[config.mk]
export PLATFORM = sky130hd
export DESIGN_NAME = jtframe_rom_nslots
export DESIGN_NICKNAME = d
export VERILOG_FILES = /design/src/rtl/jtframe_rom_nslots.sv
export SDC_FILE = /design/constraint.sdc
export NUM_CORES = 1
export LEC_CHECK = 0
export ABC_AREA = 1
export ABC_CLOCK_PERIOD_IN_PS = 8000
export BUFFER_PORTS_ARGS = -buffer_cell sky130_fd_sc_hd__buf_2
export CAP_MARGIN = 25
export CORE_MARGIN = 3
export CORE_UTILIZATION = 28
export DETAILED_ROUTE_END_ITERATION = 8
export PLACE_DENSITY_LB_ADDON = 0.15
export SETUP_SLACK_MARGIN = 0.3
export SYNTH_ARGS = -nofsm -noshare
export SYNTH_HDL_FRONTEND = slang
export SYNTH_SLANG_ARGS = --single-unit
[constraint.sdc]
create_clock -name clk -period 8 [get_ports clk]
set_clock_uncertainty 0.05 [all_clocks]
set_input_delay 0 -clock clk [delete_from_list [all_inputs] [get_ports clk]]
set_output_delay 0 -clock clk [all_outputs]
set_load 0.005 [all_outputs]
[src/rtl/jtframe_rom_nslots.sv]
// Multi-slot ROM read arbiter in front of an SDRAM controller; each slot keeps a one-word cache.
// Define JTFRAME_SLOTS_RR_EN for round-robin arbitration; default is fixed priority (slot 0 highest).
module jtframe_rom_nslots #(
  parameter int NS = 5,
  parameter int SDRAMW = 22,
  parameter int AW = 20,
  parameter int DW = 8,
  parameter logic [NS*SDRAMW-1:0] OFFSETS = '0
)(
  input  logic                 clk,
  input  logic                 rst,
  input  logic [NS*AW-1:0]     slot_addr,
  input  logic [NS-1:0]        slot_cs,
  output logic [NS*DW-1:0]     slot_dout,
  output logic [NS-1:0]        slot_ok,
  input  logic                 sdram_ack,
  output logic                 sdram_rd,
  output logic [SDRAMW-1:0]    sdram_addr,
  input  logic                 data_dst,
  input  logic                 data_rdy,
  input  logic [15:0]          data_read
);

  localparam int IW = NS > 1 ? $clog2(NS) : 1;
  localparam int XW = AW > SDRAMW ? AW : SDRAMW;

  logic [SDRAMW-1:0] ra    [NS];
  logic [SDRAMW-1:0] tag   [NS];
  logic [15:0]       cdata [NS];
  logic [NS-1:0]     valid, hit, req, eligible, gnt, sel;
  logic [IW-1:0]     gnt_idx, sel_idx;
  logic [XW-1:0]     wx;
  logic              found;
  logic              unused_dst;

  assign unused_dst = data_dst;

  // Request address per slot and cache hit detection
  always_comb begin
    wx = '0;
    for (int i = 0; i < NS; i++) begin
      wx = XW'(slot_addr[i*AW +: AW]);
      if (DW == 8) wx = wx >> 1;
      ra[i]  = OFFSETS[i*SDRAMW +: SDRAMW] + wx[SDRAMW-1:0];
      hit[i] = valid[i] && (tag[i] == ra[i]);
      req[i] = slot_cs[i] && !hit[i];
    end
  end

  // A slot whose fetch is in flight is never a candidate, even as its data arrives
  assign eligible = req & ~sel;

  always_comb begin
    sel_idx = '0;
    for (int i = 0; i < NS; i++)
      if (sel[i]) sel_idx = IW'(i);
  end

`ifdef JTFRAME_SLOTS_RR_EN
  logic [IW-1:0] last;
  int            cand;
  logic [IW-1:0] cidx;

  always_comb begin
    gnt     = '0;
    gnt_idx = '0;
    found   = 1'b0;
    cand    = 0;
    cidx    = '0;
    for (int k = 1; k <= NS; k++) begin
      cand = int'(last) + k;
      if (cand >= NS) cand = cand - NS;
      cidx = IW'(cand);
      if (!found && eligible[cidx]) begin
        found        = 1'b1;
        gnt[cidx]    = 1'b1;
        gnt_idx      = cidx;
      end
    end
  end
`else
  always_comb begin
    gnt     = '0;
    gnt_idx = '0;
    found   = 1'b0;
    for (int i = 0; i < NS; i++) begin
      if (!found && eligible[i]) begin
        found   = 1'b1;
        gnt[i]  = 1'b1;
        gnt_idx = IW'(i);
      end
    end
  end
`endif

  // Registered state: cache fill, grant and read strobe
  always_ff @(posedge clk or posedge rst) begin
    if (rst) begin
      sel        <= '0;
      sdram_rd   <= 1'b0;
      sdram_addr <= '0;
      slot_ok    <= '0;
      valid      <= '0;
`ifdef JTFRAME_SLOTS_RR_EN
      last       <= '0;
`endif
      for (int i = 0; i < NS; i++) begin
        tag[i]   <= '0;
        cdata[i] <= '0;
      end
    end else begin
      slot_ok <= slot_cs & hit;
      // Fill uses the address registered at grant time, not the slot's current address
      if (data_rdy && |sel) begin
        valid[sel_idx] <= 1'b1;
        tag[sel_idx]   <= sdram_addr;
        cdata[sel_idx] <= data_read;
      end
      if (sel == '0 || data_rdy) begin
        sel      <= gnt;
        sdram_rd <= found;
        if (found) begin
          sdram_addr <= ra[gnt_idx];
`ifdef JTFRAME_SLOTS_RR_EN
          last       <= gnt_idx;
`endif
        end
      end else if (sdram_ack) begin
        sdram_rd <= 1'b0;
      end
    end
  end

  for (genvar g = 0; g < NS; g++) begin : g_dout
    if (DW == 16) begin : g_word
      assign slot_dout[g*DW +: DW] = cdata[g];
    end else begin : g_byte
      assign slot_dout[g*DW +: DW] = slot_addr[g*AW] ? cdata[g][15:8] : cdata[g][7:0];
    end
  end

endmodule

; ---- Yosys cells after proc, flatten, opt, wreduce, memory -nomap -nowiden
; Cells that the tools add are included.
[word_totals]
wordCells = 97
input_bits = 126
reg_bits = 228
output_inout_bits = 68
[op_classes]
mux = 35
magnitude_cmp = 5
bitwise = 6
eq_ne = 5
n_reduce_logical = 31
[op_table]
columns = op, count
row1 = $bwmux W110, 1
row2 = $eq A22 B19 Y1, 5
row3 = $bwmux W80, 1
row4 = $bmux W22 S3, 1
row5 = $demux W22 S3, 1
row6 = $mux W22, 3
row7 = $demux W16 S3, 1
row8 = $mux W8, 5
row9 = $logic_and A1 B1 Y1, 17
row10 = $mux W16, 1
row11 = $mux W1, 14
row12 = $mux W3, 4
row13 = $and A5 B5 Y5, 2
row14 = $logic_not A1 Y1, 9
row15 = $ge A4 B4 Y1 const B, 2
row16 = $not A3 Y4, 2
row17 = $logic_not A5 Y1, 1
row18 = $not A5 Y5, 1
row19 = $or A5 B5 Y5, 1
row20 = $reduce_or A5 Y1, 1
row21 = $lt A3 B4 Y1 const B, 1
row22 = $lt A4 B1 Y1 const B, 1
row23 = $mux W2, 2
row24 = $demux W1 S3, 1
row25 = 4 further kinds, 4

; ---- Logic depth before layout (Yosys ltp)
; Gate-level depths: netlist (run 1).
[depth]
depth_word = 22
depth_mapped = 19
mapped_depth_nobuf = 17

; ---- Worst setup path before layout (run 1)
; Ideal clock, no wire load.
[synth_timing]
kind = reg2reg
from = register tag[96] (netlist name)
to = register sdram_addr[0]
path_slack_ns = 6.168
required_time_ns = 7.834
setup_ns = 0.116
t_arrival_ns = 1.665
path_stages_with_launch = 14
period_less_slack_ns = 1.832
cell_sequence = dfrtp_1 xor2_1 nor2_1 nand2_1 nor2_1 nand3b_1 nand2_2 buf_2 buf_2 nand3_1 nand3_1 nand3_1 nand2_1 nand2_1
[synth_via]
elab_chain_cells = 22
word_cells_on_any_way = 27
cone_classes = 1 x eq/ne / 12 x mux / 2 x bitwise / 12 x reduce/logical
[synth_rtl]
columns = item, line
row1 = from (decl), 28  ; logic [SDRAMW-1:0] tag [NS];
row2 = "from (signal, indexed assignment)", 116  ; tag[sel_idx] <= sdram_addr;
row3 = $eq A22 B19 Y1 (*), 45  ; hit[i] = valid[i] && (tag[i] == ra[i]);
row4 = $logic_and A1 B1 Y1 (*), 45
row5 = $logic_not A1 Y1 (*), 46  ; req[i] = slot_cs[i] && !hit[i];
row6 = $logic_and A1 B1 Y1 (*), 46
row7 = $and A5 B5 Y5 (*), 51  ; assign eligible = req & ~sel;
row8 = $mux W1 (*), 87  ; if (!found && eligible[i]) begin
row9 = $logic_not A1 Y1, 87
row10 = $logic_and A1 B1 Y1, 87
row11 = (+5 left out), n/a
row12 = $logic_and A1 B1 Y1, 87
row13 = $mux W1, 87
row14 = $logic_not A1 Y1, 87
row15 = $logic_and A1 B1 Y1, 87
row16 = $mux W3, 87
row17 = $not A3 Y4 (implied by the code), 123  ; sdram_addr <= ra[gnt_idx];
row18 = $bmux W22 S3, 123
row19 = $mux W22 (implied by the code) (2 in a row), 123
row20 = to (signal assigned), 123
row21 = to (decl), 18  ; output logic [SDRAMW-1:0] sdram_addr,
; Every way passes the cells marked *; elsewhere a longest branch is shown, timed or not. The select of a mux whose other input is x is not followed.
; A chain may end at the register's enable or synchronous reset.

; ---- Worst setup path after layout (run 1)
[layout_timing]
from = register tag[106] (netlist name)
to = register sdram_addr[15]
; The elaborated chain is that of the path after synthesis.

==> flow_summary.json, run 1 <==
{
  "synthToLayoutAreaGrowth_pct": 27.2,
  "htree_levels": 1,
  "synth-edff-count": 0,
  "crit_family": "simple AND/OR/NAND/NOR gates",
  "synth_cells": 1420,
  "power_density_nw_per_um2": 357,
  "slowest_delay_ns": 0.70,
  "initial_utilization": 0.286,
  "drtAntennaViolNets": 0,
  "worstPathMaxFanout": 42,
  "wl_mm": 37.8,
  "synth.avg_cell_area_sq_um": 7.67,
  "worstMarginPinSlew_ns": 0.931,
  "worstSetupPathType": "reg2reg",
  "yosys.area_share.simple": 0.253,
  "yosysUniqueCellTypes": 37,
  "synth_top_family_by_area": "simple AND/OR/NAND/NOR gates",
  "synth_seq_cells": 210,
  "run_status": "finished with violations",
  "rsz0062_at_grt": "no",
  "vias": 9805,
  "wl_per_cell_microns": 17.3,
  "die_area_sq_um": 41300,
  "finalMaxSlewViolations": 0,
  "finalSetupTns_ns": 0,
  "antenna_found_initial": 3,
  "grt_usage": 0.181,
  "clock_latency_ns": 0.54,
  "irDropWorstVdd_uv": 166,
  "p_int_mw": 3.05,
  "finalWeightedCongestion": 0.893,
  "swShare": 0.385,
  "critPathBufInv": 2,
  "portBuffers": 189,
  "period_share": 0.525,
  "fp-row-count": 71,
  "synth-seq-area-share": 0.482,
  "dr.first_iter.drc_count": 654,
  "synthMuxAreaShare": 0.0414,
  "crit_slowest_cell": "nand2_1",
  "slew-limit-headroom": 0.380,
  "p_clk_frac": 0.255,
  "clock_path_buffers": 3,
  "power_switching_mw": 1.91,
  "p_leak_nw": 7.23,
  "hp-class": "in2reg",
  "final_nets": 1777,
  "grt_overflow": 0,
  "drive_gt1_frac": 0.183,
  "drv_cap": 0,
  "cts_buffers": 27,
  "dr.pass1.iters": 5,
  "synth-compound-area-share": 0.104,
  "drt-vias-per-instance": 4.50,
  "grt_pass1_vias": 9704,
  "n_antenna_cell": 0,
  "grt_pass1_wl_mm": 57.7,
  "r2r_start": "tag[106]$_DFFE_PP0P_",
  "core_sq_um": 38000,
  "clock_sinks": 210,
  "synth_fa_ha_area_frac": 0,
  "synthXorXnorAreaFrac": 0.0265,
  "hp-start": "slot_addr[58]",
  "combPwrFrac": 0.377,
  "crit_chain": "xnor2_1 > nand4_1 > nor2_1 > nand3b_1 > nand2_2 > nand2_1 > buf_4 > nand2_1 > nand3_1 > nand3_1 > nand2_1 > dlygate4sd3_1 > nand2_1",
  "synth_area_sq_um": 10900,
  "io_pins": 194,
  "arrival_ns": 4.62,
  "hold_viol": 1,
  "final_util": 0.365,
  "ys.flop_type": "dfrtp_1",
  "dp_hpwl_mm": 28.2,
  "tritoncts": "built",
  "synth-async-reset-ratio": 1.00,
  "whs_ns": -0.0167,
  "path_clk_slew_ns": 0.06,
  "clockRootBuffer": "clkbuf_16",
  "cp-start-kind": "flip-flop",
  "chipWidth_microns": 203,
  "crit_top_cell": "nand2_1",
  "finalSetupViolCount": 0,
  "violations": "negative hold slack",
  "required_ns": 8.43,
  "postCtsResizedCells": 0,
  "seqPwrFrac": 0.368,
  "drc": 0,
  "crit_path_start": "tag[106]$_DFFE_PP0P_",
  "die_y_microns": 203,
  "fin_crit_ns": 4.20,
  "fmax_ghz": 0.238,
  "yosysWarnings": 0,
  "grt_max_degree": 129,
  "endpoint_kind": "flip-flop"
}
flip-flops by register name, summed over array words and instances (netlist names):
signal and cells:
valid 5, slot_ok 5, sdram_addr 19, sel 5, sdram_rd 1, tag 95
cdata 80
final timing paths:
| path | to | slack (ns) | cells past startpoint |
|---|---|---|---|
| worst max register to register | sdram_addr[15]$_DFFE_PP0P_ | 3.80 | 13 |
| worst max-delay path | sdram_addr[15]$_DFFE_PP0P_ | 3.80 | 13 |
| worst min-delay path | sdram_addr[17]$_DFFE_PP0P_ | -0.02 | 7 |
| min in group asynchronous | cdata[61]$_DFFE_PP0P_ | 0.16 | 3 |
| max in group asynchronous | tag[73]$_DFFE_PP0P_ | 5.94 | 5 |
| worst min register to register | valid[4]$_DFFE_PP0P_ | 0.41 | 2 |
cell usage in the layout, fill, tap and decap left out, types with 3 or more instances in the layout:
master,instances
o21ai_1,8
nand2_2,6
o21ai_0,189
buf_4,10
nand2_1,414
nand3b_1,5
mux2_2,40
xnor2_1,17
nand3_1,108
nand4_1,7
bufinv_16,3
dfrtp_1,210
xor2_1,16
dlygate4sd3_1,65
o22ai_1,7
clkbuf_16,27
nor2_1,113
inv_1,168
conb_1,3
nor3_1,7
o2111ai_1,3
inv_2,11
buf_2,189
clkbuf_8,8
clkbuf_1,7
nor4_1,6
Yosys cell counts, types with 8 or more instances:
library cell / count / share of area
nand2_1: 417 / 0.14
dfrtp_1: 210 / 0.48
o21ai_0: 189 / 0.087
inv_1: 169 / 0.058
nor2_1: 113 / 0.039
nand3_1: 109 / 0.050
clkbuf_1: 41 / 0.014
mux2_2: 40 / 0.041
xnor2_1: 17 / 0.014
xor2_1: 16 / 0.013
buf_4: 11 / 0.0076
inv_2: 11 / 0.0038
buf_2: 10 / 0.0046
o21ai_1: 8 / 0.0037
stage by stage:
stage	power, mW	instance area (sq um)	hold slack (ns)	setup slack, ns	instances
after global routing	5.37	13900	0.0265	3.57	2181
after detailed placement	3.65	12300	0.141	4.43	2068
after CTS	5.03	13900	0.000377	3.85	2181
after floorplan	2.95	10900	0.0493	2.21	1422
after global placement	3.61	12200	0.143	4.42	2066
final	4.95	13900	-0.0167	3.80	2181
per-layer routing:
| metal | vias up | GRT usage | part of all wire |
|---|---|---|---|
| met4 | 6 | 0.0506 | 0.030 |
| li1 | 4954 | - | - |
| met5 | - | 0 | 0.0012 |
| met3 | 65 | 0.0351 | 0.058 |
| met1 | 4517 | 0.222 | 0.42 |
| met2 | 263 | 0.324 | 0.49 |
area by class of cell:
cell class | count | area [sq um]
tap | 511 | 639
timing repair buffer | 266 | 1710
sequential | 210 | 5260
clock buffer | 42 | 812
clock inverter | 6 | 109
multi-input combinational | 965 | 4650
inverter | 181 | 687
fill | 4085 | 24200
logic make-up after synthesis:
logic type / count (synthesis)
simple gates: 673
other cells: 1
xor+xnor: 33
flops: 210
compound gates: 216
buf+inv: 247
mux: 40
worst register-to-register path, delay by kind of cell, from the launching register on:
kind / cells / cell delay, ns
flip-flops: 1 / 0.40
XOR/XNOR: 1 / 0.40
AND/OR/NAND/NOR: 10 / 2.27
buffers and inverters: 2 / 1.00
what timing repair did:
item | 4_1_cts | 5_1_grt
hold buffers | 65 | 0
setup endpoints to repair | 0 | 0
setup buffers | 0 | 0
hold endpoints to repair | 236 | 0
power by group through the flow:
stage	clock network (mW)	registers, mW	logic [mW]
2_1_floorplan	0	1.76	1.19
3_3_place_gp	0	1.83	1.79
3_5_place_dp	0	1.83	1.82
4_1_cts	1.30	1.82	1.91
5_1_grt	1.34	1.88	2.14
6_report	1.26	1.82	1.87
Note: power is estimated with default switching activity, not from simulation.
==> inputs of run 2 (changes only) <==
--- a/config.mk
+++ b/config.mk
@@ -6,7 +6,7 @@
 export NUM_CORES = 1
 export LEC_CHECK = 0
 export ABC_AREA = 1
-export ABC_CLOCK_PERIOD_IN_PS = 8000
+export ABC_CLOCK_PERIOD_IN_PS = 4100
 export BUFFER_PORTS_ARGS = -buffer_cell sky130_fd_sc_hd__buf_2
 export CAP_MARGIN = 25
 export CORE_MARGIN = 3
==> constraint.sdc (replaced) <==
create_clock -name clk -period 4.1 [get_ports clk]
set_clock_uncertainty 0.05 [all_clocks]
set_input_delay 0 -clock clk [delete_from_list [all_inputs] [get_ports clk]]
set_output_delay 0 -clock clk [all_outputs]
set_load 0.005 [all_outputs]
==> run 2 against run 1 <==
The run still ends with negative hold slack left. Cell area barely moved. Combinational power grew 96%. Non-clock buffer count grew 7. Sequential cell count did not move. First-iteration DRC count is 12% lower. Core utilization about the same. Highest routed layer unchanged.
==> flow_summary.json, run 2 (synthesized netlist as in run 1, its figures left out) <==
{
  "reg_top3": "tag (95), cdata (80), sdram_addr (19)",
  "largest_reg_flops": 95,
  "r2r-end": "sdram_addr[10]$_DFFE_PP0P_",
  "hold-path-endpoint": "sdram_addr[17]$_DFFE_PP0P_",
  "total_power_mw": 9.50,
  "dr.first_iter.drc_count": 573,
  "cts_buffers": 27,
  "slew-limit-headroom": 0.480,
  "drt-vias-per-instance": 4.50,
  "antenna_found_initial": 2,
  "n_antenna_cell": 0,
  "hp-start": "slot_addr[18]",
  "drv_cap": 0,
  "clock_sinks": 210,
  "grt_usage": 0.182,
  "final_nets": 1784,
  "whs_ns": -0.0133,
  "worstPathMaxFanout": 19,
  "fmax_ghz": 0.298,
  "hold_viol": 1,
  "fin_crit_ns": 3.35,
  "worstMarginPinSlew_ns": 0.780,
  "path_clk_slew_ns": 0.06,
  "wl_mm": 37.8,
  "final_cell_mix": "nand2_1 (413), dfrtp_1 (210), o21ai_0 (189), buf_2 (189), inv_1 (168)",
  "die_area_sq_um": 41300,
  "finalMaxSlewViolations": 0,
  "rr_worst_depth": 15,
  "io_pins": 194,
  "power_density_nw_per_um2": 685,
  "regMostFlops": "tag",
  "clock_latency_ns": 0.55,
  "hp-class": "in2reg",
  "grt_overflow": 0,
  "grt_max_degree": 80,
  "endpoint_kind": "flip-flop",
  "clock_path_buffers": 3,
  "drive_gt1_frac": 0.185,
  "finalSetupTns_ns": 0,
  "run_status": "finished with violations",
  "clockRootBuffer": "clkbuf_16",
  "r2r_start": "tag[46]$_DFFE_PP0P_",
  "postCtsSetupRepairBufs": 0,
  "r2r_slack_ns": 0.75,
  "irDropWorstVdd_uv": 423,
  "stdcell_count": 2188,
  "layout_commonest_cell": "nand2_1",
  "dp_hpwl_mm": 28.4,
  "grt_pass1_wl_mm": 57.9,
  "place_area_sq_um": 12300,
  "fillers": 4161,
  "vias": 9840,
  "chipWidth_microns": 203,
  "final_area_sq_um": 13900,
  "htree_levels": 1,
  "dp_cells": 2072,
  "finalWeightedCongestion": 0.851,
  "arrival_ns": 3.78,
  "fp-row-count": 71,
  "dr.pass1.iters": 5,
  "wl_per_cell_microns": 17.3,
  "p_leak_nw": 7.24,
  "drtAntennaViolNets": 0,
  "drc": 0,
  "rsz0062_at_grt": "no",
  "cp-start-kind": "flip-flop",
  "core_sq_um": 38000,
  "synthToLayoutAreaGrowth_pct": 27.3,
  "worstSetupPathType": "reg2reg",
  "worstHoldPathCells": 7,
  "tritoncts": "built",
  "initial_utilization": 0.286,
  "portBuffers": 189,
  "violations": "negative hold slack",
  "grt_pass1_vias": 9819,
  "required_ns": 4.53,
  "die_y_microns": 203,
  "period_share": 0.817,
  "finalSetupViolCount": 0
}
## run 2: changes by cell type in the layout (fill, tap and decap cells not counted)
cell,before,now
buf_16,0,2
buf_4,10,14
bufinv_16,3,1
clkbuf_1,7,9
clkbuf_8,8,4
clkinv_2,2,5
clkinvlp_4,0,1
dlygate4sd3_1,65,66
inv_6,1,2
inv_8,1,0
nand2_1,414,413
nand2_2,6,7
## run 2: worst max-delay path by stage
stage	end	depth (start not counted)	slack (ns)	start
after global placement	sdram_addr[1]$_DFFE_PP0P_	15	1.17	tag[68]$_DFFE_PP0P_
after floorplan	cdata[0]$_DFFE_PP0P_	1	1.32	rst
after detailed placement	sdram_addr[1]$_DFFE_PP0P_	14	1.14	tag[46]$_DFFE_PP0P_
final	sdram_addr[10]$_DFFE_PP0P_	15	0.75	tag[46]$_DFFE_PP0P_
after global routing	sdram_addr[0]$_DFFE_PP0P_	15	0.48	tag[90]$_DFFE_PP0P_
after CTS	sdram_addr[4]$_DFFE_PP0P_	15	0.57	tag[46]$_DFFE_PP0P_
## run 2: stage by stage
step	util	worst slack [ns]
2_1_floorplan	-	1.32
3_5_place_dp	0.324	1.14
3_3_place_gp	0.323	1.17
6_report	0.365	0.749
4_1_cts	0.363	0.571
5_1_grt	0.365	0.479
## run 2: what timing repair did
| item | 4_1_cts | 5_1_grt |
|---|---|---|
| hold endpoints to repair | 319 | 0 |
| hold buffers | 66 | 0 |
| gates resized for setup | 0 | 1 |
| endpoints found under the setup margin | 0 | 4 |
## run 2: report_power, final
| part | internal [mW] | switching [mW] |
|---|---|---|
| Clock | 1.35 | 0.940 |
| Combinational | 1.45 | 2.20 |
| Sequential | 2.97 | 0.585 |
| Total | 5.77 | 3.73 |
## run 2: cell type report
cell class	count	area, sq um	share of cell area
well taps	511	639	0.0461
inverters	181	683	0.0493
clock inverters	8	72.6	0.00523
flip-flops and latches	210	5260	0.379
clock buffers	40	764	0.0551
repair buffers	273	1810	0.130
multi-input cells	965	4650	0.335
## run 2: layer usage
| layer | global-route usage | wire, microns |
|---|---|---|
| met5 | 0 | 22 |
| met4 | 0.0406 | 766 |
| met3 | 0.0388 | 2410 |
| met2 | 0.331 | 19000 |
| met1 | 0.221 | 15600 |
## run 2: critical path: stages (launching register included)
cell           delay [ns]
dfrtp_1              0.38
xnor2_1              0.41
nand2_1              0.09
nor3_1               0.15
nand3_1              0.19
nand2_1              0.14
nand2_1              0.09
nand2_2              0.32
nand2_1              0.13
buf_4                0.24
nand2_1              0.08
nand3_1              0.15
nand3_1              0.20
nand2_1              0.06
dlygate4sd3_1        0.55
nand2_1              0.06
==> inputs of run 3 (changes only) <==
--- a/config.mk
+++ b/config.mk
@@ -6,7 +6,7 @@
 export NUM_CORES = 1
 export LEC_CHECK = 0
 export ABC_AREA = 1
-export ABC_CLOCK_PERIOD_IN_PS = 4100
+export ABC_CLOCK_PERIOD_IN_PS = 2900
 export BUFFER_PORTS_ARGS = -buffer_cell sky130_fd_sc_hd__buf_2
 export CAP_MARGIN = 25
 export CORE_MARGIN = 3
==> constraint.sdc (replaced) <==
create_clock -name clk -period 2.9 [get_ports clk]
set_clock_uncertainty 0.05 [all_clocks]
set_input_delay 0 -clock clk [delete_from_list [all_inputs] [get_ports clk]]
set_output_delay 0 -clock clk [all_outputs]
set_load 0.005 [all_outputs]
==> run 3 against run 2 <==
The run still ends with negative hold slack left. Sequential power up 42%. Clock-buffer cell count up 3. Combinational power grew 39%. Clock power grew 50%. Cell area up 3.2%. Wire length rose by 1.5%. Non-clock buffer count rose by 31.
==> flow_summary.json, run 3 (synthesized netlist as in run 1, its figures left out) <==
{
  "run_status": "finished with violations",
  "violations": "negative hold slack",
  "slew-limit-headroom": 0.422,
  "rsz0062_at_grt": "no",
  "drt-vias-per-instance": 4.44,
  "hp-class": "in2reg",
  "dr.pass1.iters": 5,
  "layout_commonest_cell": "nand2_1",
  "fmax_ghz": 0.411,
  "required_ns": 3.32,
  "final_area_sq_um": 14300,
  "path_clk_slew_ns": 0.06,
  "regMostFlops": "tag",
  "finalMaxSlewViolations": 0,
  "grt_overflow": 0,
  "antenna_found_initial": 2,
  "clock_path_buffers": 3,
  "synthToLayoutAreaGrowth_pct": 31.4,
  "p_leak_nw": 7.46,
  "grt_pass1_vias": 9905,
  "slowest_delay_ns": 0.40,
  "regArea_sq_um": 5260,
  "drtAntennaViolNets": 0,
  "initial_utilization": 0.286,
  "worstMarginPinSlew_ns": 0.865,
  "hold_viol": 1,
  "crit_slowest_cell": "dfrtp_1",
  "finalSetupViolCount": 0,
  "chipWidth_microns": 203,
  "finalWeightedCongestion": 0.874,
  "portBuffers": 189,
  "dp_cells": 2081,
  "drc": 0,
  "clockRootBuffer": "clkbuf_16",
  "cts_buffers": 27,
  "fillers": 4106,
  "wl_mm": 38.4,
  "vias": 9853,
  "cp-start-kind": "flip-flop",
  "core_sq_um": 38000,
  "grt_usage": 0.184,
  "final_nets": 1815,
  "grt_max_degree": 72,
  "wl_per_cell_microns": 17.3,
  "tritoncts": "built",
  "crit_top_cell": "nand2_1",
  "final_util": 0.376,
  "final_cell_mix": "nand2_1 (412), dfrtp_1 (210), o21ai_0 (189), buf_2 (189), inv_1 (168)",
  "period_share": 0.840,
  "irDropWorstVdd_uv": 445,
  "whs_ns": -0.0128,
  "reg_top3": "tag (95), cdata (80), sdram_addr (19)",
  "multi_input_area_sq_um": 4660,
  "io_pins": 194,
  "fin_ws_ns": 0.464,
  "worstSetupPathType": "reg2reg",
  "arrival_ns": 2.86,
  "fp-row-count": 71,
  "dp_hpwl_mm": 29.2,
  "dp_slack_ns": 0.392,
  "stdcell_count": 2220,
  "clock_sinks": 210,
  "power_density_nw_per_um2": 947,
  "drv_cap": 0,
  "place_area_sq_um": 12400,
  "crit_chain": "xnor2_1 > nand4_1 > nor2_1 > nand3b_1 > nand2_2 > buf_6 > nand2_2 > buf_8 > nand2_1 > nand3_1 > nand3_1 > nand2_1 > nand2_1",
  "die_y_microns": 203,
  "finalSetupTns_ns": 0,
  "crit_family": "simple AND/OR/NAND/NOR gates",
  "endpoint_kind": "flip-flop",
  "htree_levels": 1,
  "die_area_sq_um": 41300,
  "critPathBufInv": 2,
  "drive_gt1_frac": 0.191,
  "dr.first_iter.drc_count": 588,
  "grt_pass1_wl_mm": 58.8,
  "clock_latency_ns": 0.55,
  "largest_reg_flops": 95,
  "worstPathMaxFanout": 20,
  "fin_crit_ns": 2.44
}
-- run 3: layer usage --
layer  track usage  vias to the layer above  wire, microns  share of wire
li1              -                     5022              -              -
met2         0.332                      211          19300           0.50
met5             0                        -              9        0.00023
met4        0.0393                        2            894          0.023
met3        0.0367                       55           1880          0.049
met1         0.228                     4563          16300           0.43
-- run 3: worst paths after layout --
| kind | slack [ns] | endpoint | depth (start not counted) | start |
|---|---|---|---|---|
| worst min-delay path | -0.01 | sdram_addr[7]$_DFFE_PP0P_ | 7 | slot_addr[8] |
| worst min register to register | 0.41 | valid[4]$_DFFE_PP0P_ | 2 | valid[4]$_DFFE_PP0P_ |
| worst max-delay path | 0.46 | sdram_addr[2]$_DFFE_PP0P_ | 13 | tag[106]$_DFFE_PP0P_ |
| worst max register to register | 0.46 | sdram_addr[2]$_DFFE_PP0P_ | 13 | tag[106]$_DFFE_PP0P_ |
| min in group asynchronous | 0.13 | tag[82]$_DFFE_PP0P_ | 3 | rst |
| max in group asynchronous | 1.88 | sdram_addr[3]$_DFFE_PP0P_ | 4 | rst |
-- run 3: cell type report --
class	instances	share of cell area
inverter	181	0.0479
clock buffer	43	0.0598
clock inverter	5	0.00376
sequential	210	0.367
timing repair buffer	304	0.151
multi-input combinational	965	0.326
tap	511	0.0447
antenna	1	0.000175
-- run 3: repair_timing --
| item | CTS | global route |
|---|---|---|
| hold buffers | 89 | 0 |
| endpoints found under the setup margin | 0 | 19 |
| setup buffers | 0 | 1 |
| hold endpoints to repair | 132 | 0 |
| gates resized for setup | 0 | 17 |
-- run 3: worst register-to-register path: stages (launching register included) --
cell,delay [ns]
dfrtp_1,0.40
xnor2_1,0.40
nand4_1,0.14
nor2_1,0.12
nand3b_1,0.13
nand2_2,0.15
buf_6,0.21
nand2_2,0.12
buf_8,0.17
nand2_1,0.08
nand3_1,0.10
nand3_1,0.16
nand2_1,0.07
nand2_1,0.06
-- run 3: per-stage QoR --
stage	power [mW]	hold WS, ns
3_3_place_gp	10.0	0.139
3_5_place_dp	10.1	0.138
5_1_grt	14.7	0.0238
6_report	13.6	-0.0128
2_1_floorplan	8.14	0.0493
4_1_cts	13.7	0.00377
-- run 3: report_power, final --
part	total, mW	internal, mW	leakage [nW]	switching [mW]
clock network	3.44	2.09	0.454	1.35
registers	5.04	4.20	2.64	0.839
logic	5.07	2.00	4.36	3.08
total	13.6	8.29	7.46	5.27
